`src/rtl/avg_iir_sched_if.sv`:
```
// Signal bundle for avg_iir_sched: per-channel sample inputs, config port,
// shared datapath issue/result handshake and the filtered output stream.
interface avg_iir_sched_if #(
  parameter int N_CH    = 8,
  parameter int DATA_W  = 24,
  parameter int ACC_W   = 32,
  parameter int ALPHA_W = 5
);
  localparam int CH_W = $clog2(N_CH);

  logic [N_CH-1:0]        i_ch_valid;
  logic [N_CH-1:0]        o_ch_ready;
  logic [N_CH*DATA_W-1:0] i_ch_data;
  logic                   i_cfg_we;
  logic [CH_W-1:0]        i_cfg_ch;
  logic [ALPHA_W-1:0]     i_cfg_alpha;
  logic                   i_cfg_flush;
  logic                   o_dp_valid;
  logic                   i_dp_ready;
  logic [ACC_W-1:0]       o_dp_x;
  logic [ACC_W-1:0]       o_dp_y;
  logic [ALPHA_W-1:0]     o_dp_alpha;
  logic                   i_dp_valid;
  logic [ACC_W-1:0]       i_dp_y;
  logic                   o_valid;
  logic                   i_ready;
  logic [ACC_W-1:0]       o_data;
  logic [CH_W-1:0]        o_ch;
  logic                   o_busy;

  modport slave (
    input  i_ch_valid, i_ch_data, i_cfg_we, i_cfg_ch, i_cfg_alpha, i_cfg_flush,
           i_dp_ready, i_dp_valid, i_dp_y, i_ready,
    output o_ch_ready, o_dp_valid, o_dp_x, o_dp_y, o_dp_alpha,
           o_valid, o_data, o_ch, o_busy
  );

  modport master (
    output i_ch_valid, i_ch_data, i_cfg_we, i_cfg_ch, i_cfg_alpha, i_cfg_flush,
           i_dp_ready, i_dp_valid, i_dp_y, i_ready,
    input  o_ch_ready, o_dp_valid, o_dp_x, o_dp_y, o_dp_alpha,
           o_valid, o_data, o_ch, o_busy
  );
endinterface

```
`src/rtl/avg_iir_sched.sv`:
```
// Round-robin scheduler sharing one avg_iir datapath across N_CH channels.
// Define AVG_IIR_SCHED_PRIO0_EN to give channel 0 strict priority.
module avg_iir_sched #(
  parameter int N_CH    = 8,
  parameter int DATA_W  = 24,
  parameter int ACC_W   = 32,
  parameter int ALPHA_W = 5
) (
  input logic            i_clk,
  input logic            i_rst_n,
  avg_iir_sched_if.slave bus
);
  localparam int CH_W = $clog2(N_CH);

  typedef enum logic [1:0] {S_IDLE, S_ISSUE, S_WAIT, S_OUT} state_t;

  logic [1:0] rst_q;
  logic       rst_n_int;

  always_ff @(posedge i_clk or negedge i_rst_n) begin
    if (!i_rst_n) rst_q <= '0;
    else          rst_q <= {rst_q[0], 1'b1};
  end
  assign rst_n_int = rst_q[1];

  state_t              state;
  logic [N_CH-1:0]     pend;
  logic [DATA_W-1:0]   x_mem [N_CH];
  logic [ACC_W-1:0]    y_mem [N_CH];
  logic [ALPHA_W-1:0]  a_mem [N_CH];
  logic [CH_W-1:0]     rr, grant;
  logic [CH_W-1:0]     arb_idx, cand, rr_next;
  logic                arb_found;
  logic                def_valid, def_flush;
  logic [CH_W-1:0]     def_ch;
  logic [ALPHA_W-1:0]  def_alpha;
  logic [ALPHA_W-1:0]  cfg_alpha_sat;
  logic                cfg_hit_busy;
  logic                dp_valid_q, out_valid_q;
  logic [ACC_W-1:0]    dp_x_q, dp_y_q, out_data_q;
  logic [ALPHA_W-1:0]  dp_alpha_q;
  logic [CH_W-1:0]     out_ch_q;

  always_comb begin
    arb_found = 1'b0;
    arb_idx   = '0;
    cand      = '0;
    for (int unsigned i = 0; i < N_CH; i++) begin
      cand = rr + CH_W'(i);
      if (!arb_found && pend[cand]) begin
        arb_found = 1'b1;
        arb_idx   = cand;
      end
    end
    rr_next = arb_idx + CH_W'(1);
`ifdef AVG_IIR_SCHED_PRIO0_EN
    if (pend[0]) begin
      arb_found = 1'b1;
      arb_idx   = '0;
      rr_next   = rr;
    end
`endif
  end

  always_comb begin
    cfg_alpha_sat = bus.i_cfg_alpha;
    if (int'(bus.i_cfg_alpha) > ACC_W - 1) cfg_alpha_sat = ALPHA_W'(ACC_W - 1);
  end

  assign cfg_hit_busy = (state == S_ISSUE || state == S_WAIT) && (bus.i_cfg_ch == grant);

  always_ff @(posedge i_clk or negedge rst_n_int) begin
    if (!rst_n_int) begin
      state       <= S_IDLE;
      pend        <= '0;
      rr          <= '0;
      grant       <= '0;
      def_valid   <= 1'b0;
      def_flush   <= 1'b0;
      def_ch      <= '0;
      def_alpha   <= '0;
      dp_valid_q  <= 1'b0;
      dp_x_q      <= '0;
      dp_y_q      <= '0;
      dp_alpha_q  <= '0;
      out_valid_q <= 1'b0;
      out_data_q  <= '0;
      out_ch_q    <= '0;
      for (int unsigned i = 0; i < N_CH; i++) begin
        x_mem[CH_W'(i)] <= '0;
        y_mem[CH_W'(i)] <= '0;
        a_mem[CH_W'(i)] <= ALPHA_W'(4);
      end
    end else begin
      for (int unsigned n = 0; n < N_CH; n++) begin
        if (bus.i_ch_valid[CH_W'(n)] && !pend[CH_W'(n)]) begin
          x_mem[CH_W'(n)] <= bus.i_ch_data[n*DATA_W +: DATA_W];
          pend[CH_W'(n)]  <= 1'b1;
        end
      end

      case (state)
        S_IDLE: if (arb_found) begin
          grant      <= arb_idx;
          rr         <= rr_next;
          dp_valid_q <= 1'b1;
          // size cast of a signed value replicates the sign bit
          dp_x_q     <= ACC_W'(signed'(x_mem[arb_idx]));
          dp_y_q     <= y_mem[arb_idx];
          dp_alpha_q <= a_mem[arb_idx];
          state      <= S_ISSUE;
        end
        S_ISSUE: if (bus.i_dp_ready) begin
          dp_valid_q  <= 1'b0;
          pend[grant] <= 1'b0;
          state       <= S_WAIT;
        end
        S_WAIT: if (bus.i_dp_valid) begin
          y_mem[grant] <= bus.i_dp_y;
          out_data_q   <= bus.i_dp_y;
          out_ch_q     <= grant;
          out_valid_q  <= 1'b1;
          state        <= S_OUT;
        end
        S_OUT: if (bus.i_ready) begin
          out_valid_q <= 1'b0;
          state       <= S_IDLE;
        end
        default: state <= S_IDLE;
      endcase

      // Writes to the in-flight channel land one edge after its writeback,
      // so a flush overrides the result; a fresh write in the same edge wins.
      if (def_valid && state == S_OUT) begin
        a_mem[def_ch] <= def_alpha;
        if (def_flush) y_mem[def_ch] <= '0;
        def_valid <= 1'b0;
        def_flush <= 1'b0;
      end

      if (bus.i_cfg_we) begin
        if (cfg_hit_busy) begin
          def_valid <= 1'b1;
          def_ch    <= bus.i_cfg_ch;
          def_alpha <= cfg_alpha_sat;
          def_flush <= (def_valid && def_flush) || bus.i_cfg_flush;
        end else begin
          a_mem[bus.i_cfg_ch] <= cfg_alpha_sat;
          if (bus.i_cfg_flush) y_mem[bus.i_cfg_ch] <= '0;
        end
      end
    end
  end

  assign bus.o_ch_ready = ~pend;
  assign bus.o_dp_valid = dp_valid_q;
  assign bus.o_dp_x     = dp_x_q;
  assign bus.o_dp_y     = dp_y_q;
  assign bus.o_dp_alpha = dp_alpha_q;
  assign bus.o_valid    = out_valid_q;
  assign bus.o_data     = out_data_q;
  assign bus.o_ch       = out_ch_q;
  assign bus.o_busy     = (state != S_IDLE);
endmodule
```
`src/flat_wrapper.sv`:
```
// flat-port wrapper written by rule: the top's interface ports become plain ports
module avg_iir_sched_flat 
#(
  parameter int N_CH    = 8,
  parameter int DATA_W  = 24,
  parameter int ACC_W   = 32,
  parameter int ALPHA_W = 5
)
  (i_clk, i_rst_n, bus_i_ch_valid, bus_i_ch_data, bus_i_cfg_we, bus_i_cfg_ch, bus_i_cfg_alpha, bus_i_cfg_flush, bus_i_dp_ready, bus_i_dp_valid, bus_i_dp_y, bus_i_ready, bus_o_ch_ready, bus_o_dp_valid, bus_o_dp_x, bus_o_dp_y, bus_o_dp_alpha, bus_o_valid, bus_o_data, bus_o_ch, bus_o_busy);
  avg_iir_sched_if #(.N_CH(N_CH), .DATA_W(DATA_W), .ACC_W(ACC_W), .ALPHA_W(ALPHA_W)) bus_i ();
  input logic i_clk;
  input logic i_rst_n;
  input wire logic [$bits(bus_i.i_ch_valid)-1:0] bus_i_ch_valid;
  input wire logic [$bits(bus_i.i_ch_data)-1:0] bus_i_ch_data;
  input wire logic [$bits(bus_i.i_cfg_we)-1:0] bus_i_cfg_we;
  input wire logic [$bits(bus_i.i_cfg_ch)-1:0] bus_i_cfg_ch;
  input wire logic [$bits(bus_i.i_cfg_alpha)-1:0] bus_i_cfg_alpha;
  input wire logic [$bits(bus_i.i_cfg_flush)-1:0] bus_i_cfg_flush;
  input wire logic [$bits(bus_i.i_dp_ready)-1:0] bus_i_dp_ready;
  input wire logic [$bits(bus_i.i_dp_valid)-1:0] bus_i_dp_valid;
  input wire logic [$bits(bus_i.i_dp_y)-1:0] bus_i_dp_y;
  input wire logic [$bits(bus_i.i_ready)-1:0] bus_i_ready;
  output wire logic [$bits(bus_i.o_ch_ready)-1:0] bus_o_ch_ready;
  output wire logic [$bits(bus_i.o_dp_valid)-1:0] bus_o_dp_valid;
  output wire logic [$bits(bus_i.o_dp_x)-1:0] bus_o_dp_x;
  output wire logic [$bits(bus_i.o_dp_y)-1:0] bus_o_dp_y;
  output wire logic [$bits(bus_i.o_dp_alpha)-1:0] bus_o_dp_alpha;
  output wire logic [$bits(bus_i.o_valid)-1:0] bus_o_valid;
  output wire logic [$bits(bus_i.o_data)-1:0] bus_o_data;
  output wire logic [$bits(bus_i.o_ch)-1:0] bus_o_ch;
  output wire logic [$bits(bus_i.o_busy)-1:0] bus_o_busy;
  assign bus_i.i_ch_valid = bus_i_ch_valid;
  assign bus_i.i_ch_data = bus_i_ch_data;
  assign bus_i.i_cfg_we = bus_i_cfg_we;
  assign bus_i.i_cfg_ch = bus_i_cfg_ch;
  assign bus_i.i_cfg_alpha = bus_i_cfg_alpha;
  assign bus_i.i_cfg_flush = bus_i_cfg_flush;
  assign bus_i.i_dp_ready = bus_i_dp_ready;
  assign bus_i.i_dp_valid = bus_i_dp_valid;
  assign bus_i.i_dp_y = bus_i_dp_y;
  assign bus_i.i_ready = bus_i_ready;
  assign bus_o_ch_ready = bus_i.o_ch_ready;
  assign bus_o_dp_valid = bus_i.o_dp_valid;
  assign bus_o_dp_x = bus_i.o_dp_x;
  assign bus_o_dp_y = bus_i.o_dp_y;
  assign bus_o_dp_alpha = bus_i.o_dp_alpha;
  assign bus_o_valid = bus_i.o_valid;
  assign bus_o_data = bus_i.o_data;
  assign bus_o_ch = bus_i.o_ch;
  assign bus_o_busy = bus_i.o_busy;
  avg_iir_sched #(.N_CH(N_CH), .DATA_W(DATA_W), .ACC_W(ACC_W), .ALPHA_W(ALPHA_W)) u_core (.i_clk(i_clk), .i_rst_n(i_rst_n), .bus(bus_i));
endmodule
```
`config.mk`:
```
export PLATFORM = sky130hd
export DESIGN_NAME = avg_iir_sched_flat
export DESIGN_NICKNAME = d
export VERILOG_FILES = /design/src/rtl/avg_iir_sched_if.sv /design/src/rtl/avg_iir_sched.sv /design/src/flat_wrapper.sv
export SDC_FILE = /design/constraint.sdc
export NUM_CORES = 1
export LEC_CHECK = 0
export BUFFER_PORTS_ARGS = -buffer_cell sky130_fd_sc_hd__buf_2
export CORE_AREA = 2 2 354 321
export CTS_CLUSTER_DIAMETER = 120
export DETAILED_ROUTE_END_ITERATION = 8
export DIE_AREA = 0 0 356 323
export PLACE_DENSITY = 0.54
export SLEW_MARGIN = 20
export SYNTH_ARGS = -nofsm -noshare
export SYNTH_HDL_FRONTEND = slang
export SYNTH_SLANG_ARGS = --single-unit
```
`constraint.sdc`:
```
create_clock -name i_clk -period 18.07 [get_ports i_clk]
set_input_delay 3.614 -clock i_clk [delete_from_list [all_inputs] [get_ports i_clk]]
set_output_delay 3.614 -clock i_clk [all_outputs]
set_load 0.02 [all_outputs]
```
# Word level (Yosys, flattened, before mapping)
# Cells that the tools add are included.
# op_classes
magnitude_cmp	17
n_mul	0
n_mux	93
addsub	8
bitwise	11
reduce_logical	49
n_eq_ne	8
div_mod_pow	0
shift	0
# op_table
cell	count
256-bit 2-to-1 mux	7
256-bit AND	2
256-bit inverter	2
32-bit demux with 3-bit select	3
256-bit bitwise mux	1
32-bit 2-to-1 mux	5
40-bit 2-to-1 mux	3
32-bit binary-select mux with 3-bit select	1
40-bit bitwise mux	2
24-bit binary-select mux with 3-bit select	1
24-bit 2-to-1 mux	2
3-bit by 4-bit < comparator with 1-bit output, second input constant	9
1-bit 2-to-1 mux	35
5-bit demux with 3-bit select	2
1-bit binary-select mux with 3-bit select	8
3-bit 2-to-1 mux	8
1-bit logical AND	22
5-bit 2-to-1 mux	4
4-bit >= comparator, second input constant	4
8-bit 2-to-1 mux	2
3-bit inverter with 4-bit output	4
8-bit inverter	2
5-bit binary-select mux with 3-bit select	1
1-bit zero test	15
other kinds (21)	41
# word_totals
wordCells	226
out_inout_bits	115
mem_bits_ro	0
ff_bits	614
latch_bits	0
mem_count	0
ram_bits	0

# Longest topological paths before layout
# Gate-level depths: netlist of the first run.
# depth
word_depth	28
depth_mapped	17
mapped_depth_nobuf	12

# Worst setup path after synthesis of the first run
# Ideal clock, no wire load.
# synth_timing
kind	input -> register
startpoint	in bus_i_cfg_ch[2]
endpoint	reg u_core.y_mem[100] (netlist name)
arrival_time_ns	4.997
path_slack_ns	12.936
stages	9
setup_time_ns	0.136
t_required_ns	17.934
path_cell_list	clkbuf_1 -> xnor2_1 -> o2111ai_1 -> o211ai_1 -> inv_1 -> nand3b_1 -> o22ai_1 -> clkbuf_1 -> a21oi_1
# synth_between
elab_chain_len	10
word_cells_on_any_way	13
cone_classes	order compare: 2; eq/ne: 1; mux: 5; bitwise: 3; reduce/logical: 2
# synth_rtl
item	line_no	text
start, declared	flat_wrapper.sv:16	input wire logic [$bits(bus_i.i_cfg_ch)-1:0] bus_i_cfg_ch;
3-bit inverter with 4-bit output (not written as such)	avg_iir_sched.sv:149	if (bus.i_cfg_flush) y_mem[bus.i_cfg_ch] <= '0;
4-bit >= comparator (not written as such) or 4-bit by 1-bit < comparator with 1-bit output (tied branches)	avg_iir_sched.sv:149	
1-bit logical AND (not written as such)	avg_iir_sched.sv:149	
32-bit 2-to-1 mux (not written as such)	avg_iir_sched.sv:149	
32-bit demux with 3-bit select	avg_iir_sched.sv:149	
256-bit inverter (no line)	--	
256-bit AND (no line)	--	
256-bit 2-to-1 mux	avg_iir_sched.sv:149	
256-bit 2-to-1 mux *	avg_iir_sched.sv:142	if (cfg_hit_busy) begin
256-bit 2-to-1 mux *	avg_iir_sched.sv:141	if (bus.i_cfg_we) begin
end signal, assigned by index	avg_iir_sched.sv:119	y_mem[grant] <= bus.i_dp_y;
end, declared	avg_iir_sched.sv:29	logic [ACC_W-1:0] y_mem [N_CH];
# Mark *: on every way between the ends. The rest lies on a longest branch, timed or not.
# A chain may end at the register's enable or synchronous reset.

# Final worst setup path of the first run
# layout_timing
startpoint	reg u_core.rr[1]
endpoint	reg u_core.dp_y_q[21], in the netlist u_core.bus.o_dp_y[21]
# layout_between
elab_chain_len	28
word_cells_on_any_way	58
cone_classes	add/sub: 7; mux: 35; bitwise: 1; reduce/logical: 15
# layout_rtl
item	line_no	text
start, declared	avg_iir_sched.sv:31	logic [CH_W-1:0] rr, grant;
start signal, assigned	avg_iir_sched.sv:105	rr <= rr_next;
branches (longest 28 deep; another with 3-bit by 1-bit adder with 3-bit output)	--	
end signal, assigned	avg_iir_sched.sv:109	dp_y_q <= y_mem[arb_idx];
end, declared	avg_iir_sched.sv:40	logic [ACC_W-1:0] dp_x_q, dp_y_q, out_data_q;
# Parallel ways; which one is timed is not known. The select of a mux whose other input is x is not followed.

==> results of run 1 <==
==> per-stage QoR <==
step	setup WS [ns]	instances	power [mW]	hold slack, ns	util
3_5_place_dp	11.95	4906	5.53	0.340	0.303
2_1_floorplan	8.09	3353	4.49	0.331	-
5_1_grt	11.59	5044	7.54	0.370	0.326
4_1_cts	11.99	5043	7.13	0.360	0.326
3_3_place_gp	12.03	4904	5.47	0.337	0.303
6_report	11.91	5044	7.11	0.356	0.326
==> power by group <==
group,leakage [nW],total (mW),internal (mW),switching (mW)
clock,1.25,1.58,0.920,0.657
sequential,7.70,2.43,2.02,0.410
combinational,6.59,3.10,1.12,1.98
==> path summary, 6_finish.rpt <==
path	from	to	slack, ns
max	u_core.rr[1]	u_core.bus.o_dp_y[21]	11.91
min	u_core.rst_q[0]	u_core.rst_q[1]	0.36
max reg2reg	u_core.rr[1]	u_core.bus.o_dp_y[21]	11.91
min reg2reg	u_core.rst_q[0]	u_core.rst_q[1]	0.36
max in group asynchronous	i_rst_n	u_core.rst_q[1]	15.23
min in group asynchronous	u_core.rst_q[1]	u_core.bus.o_data[10]	0.43
==> registers in the layout (all words and copies together) (netlist names) <==
register	count
u_core.def_alpha	5
u_core.rst_q	2
u_core.bus.o_ch	3
u_core.state	2
u_core.def_flush	1
u_core.grant	3
u_core.bus.o_dp_alpha	5
u_core.pend	8
u_core.bus.o_data	32
u_core.bus.o_dp_valid	1
u_core.bus.o_dp_x	24
u_core.rr	3
u_core.x_mem	192
u_core.bus.o_dp_y	32
u_core.def_ch	3
u_core.a_mem	40
u_core.def_valid	1
u_core.bus.o_valid	1
u_core.y_mem	256
==> cells in the mapped netlist, types with 3 or more instances <==
cell,count
a211oi_1,120
mux2_2,205
a22oi_1,61
mux2i_1,50
inv_1,22
or3_1,4
buf_6,8
dfstp_2,8
ha_1,8
a21o_1,3
buf_4,14
a311oi_1,62
clkbuf_1,278
o22ai_1,3
a32o_1,61
and3_1,64
nand2_1,721
a21oi_1,302
o21a_1,3
nand3_1,194
mux4_2,10
and2_1,7
buf_1,22
dfrtp_1,606
o21ai_0,198
nand2b_1,8
nand3b_1,4
a211oi_2,3
o22a_1,7
nor2b_1,13
buf_2,35
nor2_1,125
o21ai_1,8
nor3_1,66
==> per-layer routing <==
layer  part of all wire  up-vias  wire, um
met2               0.45     1182     56500
li1                   -    12100         -
met4              0.027        6      3330
met1               0.44    13800     55100
met3              0.077      189      9650
met5            0.00036        -        45
==> worst max-delay path, cell delays in order, from the launching register on <==
cell and delay [ns]:
dfrtp_1 0.65, clkinv_1 0.35, ha_1 0.71, mux2i_1 0.23, mux2_2 0.34, a221oi_4 0.49
nor2b_1 0.35, o311a_1 0.43, o21a_4 0.68, buf_4 0.96, a211oi_1 0.17, nor3_1 0.43
a211oi_1 0.09
==> area by class of cell <==
| class | count | share of cell area |
|---|---|---|
| clock buffers | 112 | 0.0611 |
| inverters | 24 | 0.00247 |
| clock inverters | 25 | 0.00903 |
| multi-input cells | 2357 | 0.391 |
| repair buffers | 424 | 0.0634 |
| well taps | 1487 | 0.0511 |
| flip-flops and latches | 614 | 0.422 |
| diodes | 1 | 0.0000687 |
==> cells by family (layout without fill, tap and decap cells) <==
group,count (synthesis),in the layout,share of synthesized area
AO/OA/AOI/OAI,860,860,0.179
flip-flops,614,614,0.497
XOR/XNOR,5,5,0.00166
other,1,2,0.000121
buffers and inverters,382,585,0.0515
adder cells (fa/ha/maj),8,8,0.00324
multiplexers,267,267,0.0990
AND/OR/NAND/NOR,1216,1216,0.169
==> metrics.yaml, run 1 <==
rsz0062_at_grt: "false"
gp_congestion: 0.844
cts_made_buffers: 75
clockBufferDepth: 3
final_nets: 3751
slew_headroom: 0.216
dr.pass1.iters: 5
placed_area_um2: 33900
grtUsageMet3: 0.0399
antenna_found_initial: 8
antenna_left: 0
grt_use_total: 0.211
tritoncts: "yes"
path_class: "flip-flop to flip-flop"
period_share: 0.341
fmax_mhz: 162
cts-resized-gates: 0
maxSlewViolCount: 0
avgSynthCellArea_um2: 9.22
grt_pass1_vias: 26300
synth_edf_count: 0
final_common_cell: "nand2_1"
final_cell_area_um2: 36400
die_area_um2: 115000
core_area_um2: 112000
min_period_ns: 6.16
clock-sinks: 614
grt_overflow: 0
num_rows: 117
hold_depth: 0
ios: 362
async_reset_ff_frac: 1.00
ys.warnings.count: 0
yosysSeqAreaShare: 0.497
ys_types: 72
cts_hold_buf: 0
yosysTopAreaCellShare: 0.490
use_met1: 0.296
die_w_um: 356
final_cell_mix: "nand2_1, dfrtp_1, buf_2"
vias_per_cell: 5.42
multi_input_area_um2: 14200
grt_max_degree: 124
synth_seq_cells: 614
clock_latency_ns: 0.65
syn-num-nets: 3608
critical_path.max_fanout: 72
worst_pin_slew_ns: 1.17
critical_path_arrival_ns: 6.63
status: "finished clean"
ff_latch_area_um2: 15400
synth_area_leader_cell: "dfrtp_1"
start_util: 0.277
wl_per_cell_um: 24.7
vias: 27300
reg2reg_depth: 12
cts_max_level: 3
fin_setup_tns_ns: 0
synth.area.top_cells: "dfrtp_1, nand2_1, mux2_2, a21oi_1, clkbuf_1"
fin_skew_ns: 0.0205
port_buffers: 361
use_met2: 0.329
ir_drop_uv: 232
worstHoldPathType: "flip-flop to flip-flop"
clk_pin_slew_ns: 0.06
nFillCells: 11700
final-setup-viol-count: 0
cp-end-kind: "flip-flop"
drive_gt1_frac: 0.233
synthCells: 3353
required_ns: 18.54
p_per_area_nw_per_um2: 195
post-cts-setup-buffer-count: 0
cts-root-buf: "clkbuf_16"
netlist_area_um2: 30900
synth_flop_cell: "dfrtp_1"
area_delta_synth_final_pct: 17.8
drt-initial-drc-count: 3048
power_leakage_nw: 15.5
grt_pass1_wl_um: 183000
cap_viol_max_count: 0
die_h_um: 323
grt_busiest_layer: "met2"
drc: 0
finalHoldViolCount: 0
start_kind: "flip-flop"
dp_hpwl_um: 74500
drt_wl_total_um: 125000
No activity file was read; power rests on OpenSTA's default activity.
==> inputs of run 2 (changes only) <==
--- a/config.mk
+++ b/config.mk
@@ -10,7 +10,7 @@
 export CTS_CLUSTER_DIAMETER = 120
 export DETAILED_ROUTE_END_ITERATION = 8
 export DIE_AREA = 0 0 356 323
-export PLACE_DENSITY = 0.54
+export PLACE_DENSITY = 0.52
 export SLEW_MARGIN = 20
 export SYNTH_ARGS = -nofsm -noshare
 export SYNTH_HDL_FRONTEND = slang
==> constraint.sdc (replaced) <==
create_clock -name i_clk -period 6.1 [get_ports i_clk]
set_input_delay 1.22 -clock i_clk [delete_from_list [all_inputs] [get_ports i_clk]]
set_output_delay 1.22 -clock i_clk [all_outputs]
set_load 0.02 [all_outputs]
==> metrics.yaml, run 2 (synthesis gave the netlist of run 1 again) <==
critical_path.max_fanout: 43
port_buffers: 361
die_w_um: 356
ios: 362
worst_pin_slew_ns: 1.13
vias_per_cell: 5.37
cts-resized-gates: 0
drc: 0
clockBufferDepth: 3
tritoncts: "yes"
cp-startpoint: "u_core.rr[0]"
regMostFlops: "u_core.y_mem"
grt_overflow: 0
start_util: 0.277
fin_skew_ns: 0.0369
fin_setup_tns_ns: 0
vias: 27200
required_ns: 6.64
critical_path_arrival_ns: 5.96
largestRegisters: "u_core.y_mem: 256 flops, u_core.x_mem: 192 flops, u_core.a_mem: 40 flops"
clk_pin_slew_ns: 0.07
largest_reg_flops: 256
final-setup-viol-count: 0
drive_gt1_frac: 0.239
cap_viol_max_count: 0
fmax_mhz: 185
grt_max_degree: 149
min_period_ns: 5.42
clock_latency_ns: 0.66
power_leakage_nw: 15.8
antenna_found_initial: 17
die_h_um: 323
nFillCells: 11600
gp_congestion: 0.862
final_common_cell: "nand2_1"
dr.pass1.iters: 7
wl_per_cell_um: 24.7
core_area_um2: 112000
cp-end-kind: "flip-flop"
post-cts-setup-buffer-count: 0
maxSlewViolCount: 0
final_nets: 3770
dp_hpwl_um: 77500
slew_headroom: 0.246
final_cell_area_um2: 37000
path_class: "flip-flop to flip-flop"
rsz0062_at_grt: "false"
grt_pass1_wl_um: 182000
die_area_um2: 115000
final_util: 0.330
area_delta_synth_final_pct: 19.5
worstHoldPathType: "flip-flop to async pin"
cts-root-buf: "clkbuf_16"
antenna_left: 0
reg2reg_from: "u_core.rr[0]"
drt_wl_total_um: 126000
period_share: 0.888
cts_made_buffers: 76
finalHoldViolCount: 0
cts_max_level: 3
drt-initial-drc-count: 2661
grt_pass1_vias: 25800
ir_drop_uv: 707
cts_hold_buf: 0
p_per_area_nw_per_um2: 581
grt_use_total: 0.211
status: "finished clean"
num_rows: 117
placed_area_um2: 34200
start_kind: "flip-flop"
clock-sinks: 614
final_cell_mix: "nand2_1, dfrtp_1, buf_2"
run 2: cell types whose count changed in the layout (fill, tap and decap cells not counted), sizes merged:
cell and delta:
clkbuf -8, clkinv +7, buf +18, bufinv +5, clkinvlp +1, diode +7
run 2: where the power goes:
part,leakage (nW),internal (mW),switching (mW),total (mW)
clock,1.33,2.93,1.98,4.91
sequential,7.70,5.98,1.35,7.33
combinational,6.76,3.53,5.72,9.25
total,15.8,12.4,9.05,21.5
run 2: layout make-up:
class,count,area (um2),share of cell area
timing repair buffer,442,2670,0.0721
tap,1487,1860,0.0503
antenna,8,20.0,0.000542
clock inverter,38,523,0.0141
multi-input combinational,2357,14200,0.385
clock buffer,104,2190,0.0592
inverter,24,90.1,0.00244
sequential,614,15400,0.416
run 2: layer usage:
metal,GRT usage,part of all wire,vias up
met3,0.0396,0.085,185
met1,0.301,0.44,13600
met2,0.328,0.45,1220
li1,-,-,12200
met4,0.0571,0.022,16
met5,0,0.00087,-
run 2: metrics by stage:
stage | total power [mW] | hold slack [ns] | cells | setup slack [ns]
detailed placement | 16.6 | 0.339 | 4924 | 0.786
finish | 21.5 | 0.337 | 5074 | 0.683
CTS | 21.5 | 0.333 | 5066 | 0.742
global route | 22.8 | 0.346 | 5072 | 0.356
floorplan | 13.3 | 0.331 | 3353 | 0.153
global placement | 16.5 | 0.332 | 4923 | 0.936
run 2: worst max-delay path, stage by stage (launching register included):
cell      delay (ns)
dfrtp_1         0.79
inv_1           0.25
ha_1            0.68
mux2i_1         0.22
mux2_2          0.33
a221oi_4        0.45
nor2b_1         0.33
o311a_1         0.41
o21a_4          0.78
buf_4           0.41
o21ai_0         0.12
a32o_1          0.27
a211oi_1        0.26
run 2: worst paths after layout:
check / slack (ns) / to / cells past startpoint
setup / recovery: 0.68 / u_core.bus.o_dp_y[30] / 12
hold / removal: 0.34 / u_core.bus.o_data[30] / 0
setup reg to reg: 0.68 / u_core.bus.o_dp_y[30] / 12
hold reg to reg: 0.34 / u_core.bus.o_data[30] / 0
max in group asynchronous: 4.39 / u_core.x_mem[125] / 1
min in group i_clk: 0.35 / u_core.rst_q[1] / 0
==> inputs of run 3 (changes only) <==
--- a/config.mk
+++ b/config.mk
@@ -6,11 +6,11 @@
 export NUM_CORES = 1
 export LEC_CHECK = 0
 export BUFFER_PORTS_ARGS = -buffer_cell sky130_fd_sc_hd__buf_2
-export CORE_AREA = 2 2 354 321
+export CORE_AREA = 2 2 245 223
 export CTS_CLUSTER_DIAMETER = 120
 export DETAILED_ROUTE_END_ITERATION = 8
-export DIE_AREA = 0 0 356 323
-export PLACE_DENSITY = 0.52
+export DIE_AREA = 0 0 247 225
+export PLACE_DENSITY = 0.88
 export SLEW_MARGIN = 20
 export SYNTH_ARGS = -nofsm -noshare
 export SYNTH_HDL_FRONTEND = slang
==> metrics.yaml, run 3 (synthesis gave the netlist of run 1 again) <==
grt_busiest_layer: "met2"
wl_per_cell_um: 25.4
maxSlewViolCount: 0
multi_input_area_um2: 14200
grt_max_degree: 155
worst_pin_slew_ns: 1.13
die_w_um: 247
ir_drop_uv: 583
drive_gt1_frac: 0.229
critical_path_arrival_ns: 6.08
drt-initial-drc-count: 4655
power_leakage_nw: 15.3
cts-resized-gates: 0
drc: 13
slew_headroom: 0.249
regMostFlops: "u_core.y_mem"
largest_reg_flops: 256
gp_congestion: 0.936
antenna_found_initial: 24
reg2reg_from: "u_core.rr[1]"
cp-end-kind: "flip-flop"
drt_wl_total_um: 108000
ios: 362
grt_pass1_vias: 28700
tritoncts: "yes"
cap_viol_max_count: 0
total_power_mw: 20.2
num_rows: 80
worstHoldPathType: "input port to async pin"
period_share: 0.909
grt_overflow: 0
largestRegisters: "u_core.y_mem: 256 flops, u_core.x_mem: 192 flops, u_core.a_mem: 40 flops"
cts_hold_buf: 0
cts-root-buf: "clkbuf_16"
p_per_area_nw_per_um2: 577
core_area_um2: 52800
rr_endpoint: "u_core.bus.o_dp_y[0]"
vias: 29200
use_met2: 0.552
status: "finished with violations"
path_class: "flip-flop to flip-flop"
nFillCells: 3943
failed_checks: "DRC"
clock_latency_ns: 0.67
final_common_cell: "nand2_1"
finalHoldViolCount: 0
dr.pass1.iters: 9
placed_area_um2: 33000
final-setup-viol-count: 0
grtUsageMet3: 0.121
die_area_um2: 55600
min_period_ns: 5.55
fmax_mhz: 180
port_buffers: 361
fin_setup_tns_ns: 0
placed_cells: 4121
dp_hpwl_um: 63800
grt_use_total: 0.382
required_ns: 6.63
clock-sinks: 614
ff_latch_area_um2: 15400
critical_path.max_fanout: 37
use_met1: 0.505
post-cts-setup-buffer-count: 0
start_kind: "flip-flop"
reg2reg_setup_slack_ns: 0.55
fin_skew_ns: 0.0411
grt_pass1_wl_um: 164000
final_cell_area_um2: 35000
clk_pin_slew_ns: 0.07
rsz0062_at_grt: "false"
final_nets: 3743
reg2reg_depth: 12
clockBufferDepth: 3
antenna_left: 0
start_util: 0.586
cts_made_buffers: 61
cts_max_level: 2
final_cell_mix: "nand2_1, dfrtp_1, buf_2"
final_util: 0.664
vias_per_cell: 6.85
area_delta_synth_final_pct: 13.2
die_h_um: 225
fin_cells: 4260
run 3: cell count changes in the layout (fill, tap and decap cells not counted), moves of 3 or more:
cell / previous run / this run
buf_12: 20 / 12
buf_4: 61 / 56
bufinv_16: 9 / 2
clkbuf_1: 12 / 18
clkbuf_16: 78 / 61
clkbuf_8: 14 / 8
clkinv_2: 16 / 5
clkinv_4: 2 / 7
clkinvlp_4: 4 / 7
diode_2: 8 / 26
nand2_2: 2 / 5
o21ai_2: 0 / 6
o21ai_4: 8 / 2
run 3: through the flow:
stage,setup slack [ns],hold slack (ns)
CTS,0.709,0.313
finish,0.552,0.325
floorplan,0.153,0.331
detailed placement,0.729,0.343
global route,0.252,0.322
global placement,0.915,0.337
run 3: area by class of cell:
class / instances / area share
Clock buffer: 87 / 0.0487
Tap cell: 697 / 0.0249
Inverter: 24 / 0.00257
Timing Repair Buffer: 430 / 0.0712
Antenna cell: 26 / 0.00186
Multi-Input combinational cell: 2357 / 0.404
Sequential cell: 614 / 0.439
Clock inverter: 25 / 0.00761
run 3: how the worst max path moves through the flow:
stage / depth (start not counted) / end / start
finish: 12 / u_core.bus.o_dp_y[0] / u_core.rr[1]
global route: 12 / u_core.bus.o_dp_y[0] / u_core.rr[1]
CTS: 12 / u_core.bus.o_dp_y[0] / u_core.rr[1]
detailed placement: 12 / u_core.bus.o_dp_y[22] / u_core.rr[1]
global placement: 12 / u_core.bus.o_dp_y[17] / u_core.rr[1]
floorplan: 0 / u_core.a_mem[0] / u_core.rst_q[1]
run 3: critical path, cell delays in order (launching register included):
cell and delay, ns:
dfrtp_1 0.65, clkinv_1 0.34, ha_1 0.68, mux2i_1 0.40, a2bb2oi_1 0.34, a32oi_1 0.29, or2_4 0.36, o41ai_4 0.42
o21a_2 0.57, buf_4 0.63, a311oi_1 0.19, a32o_1 0.25, a211oi_1 0.27
run 3: routing by layer:
layer	wire (um)	vias up
li1	-	12100
met1	38100	14000
met2	47400	2604
met3	16100	521
met4	6670	2
met5	13	-
run 3: power by group:
part	total, mW	switching (mW)	internal, mW
Clock	3.77	1.72	2.05
Sequential	7.37	1.38	5.98
Combinational	9.06	5.62	3.44
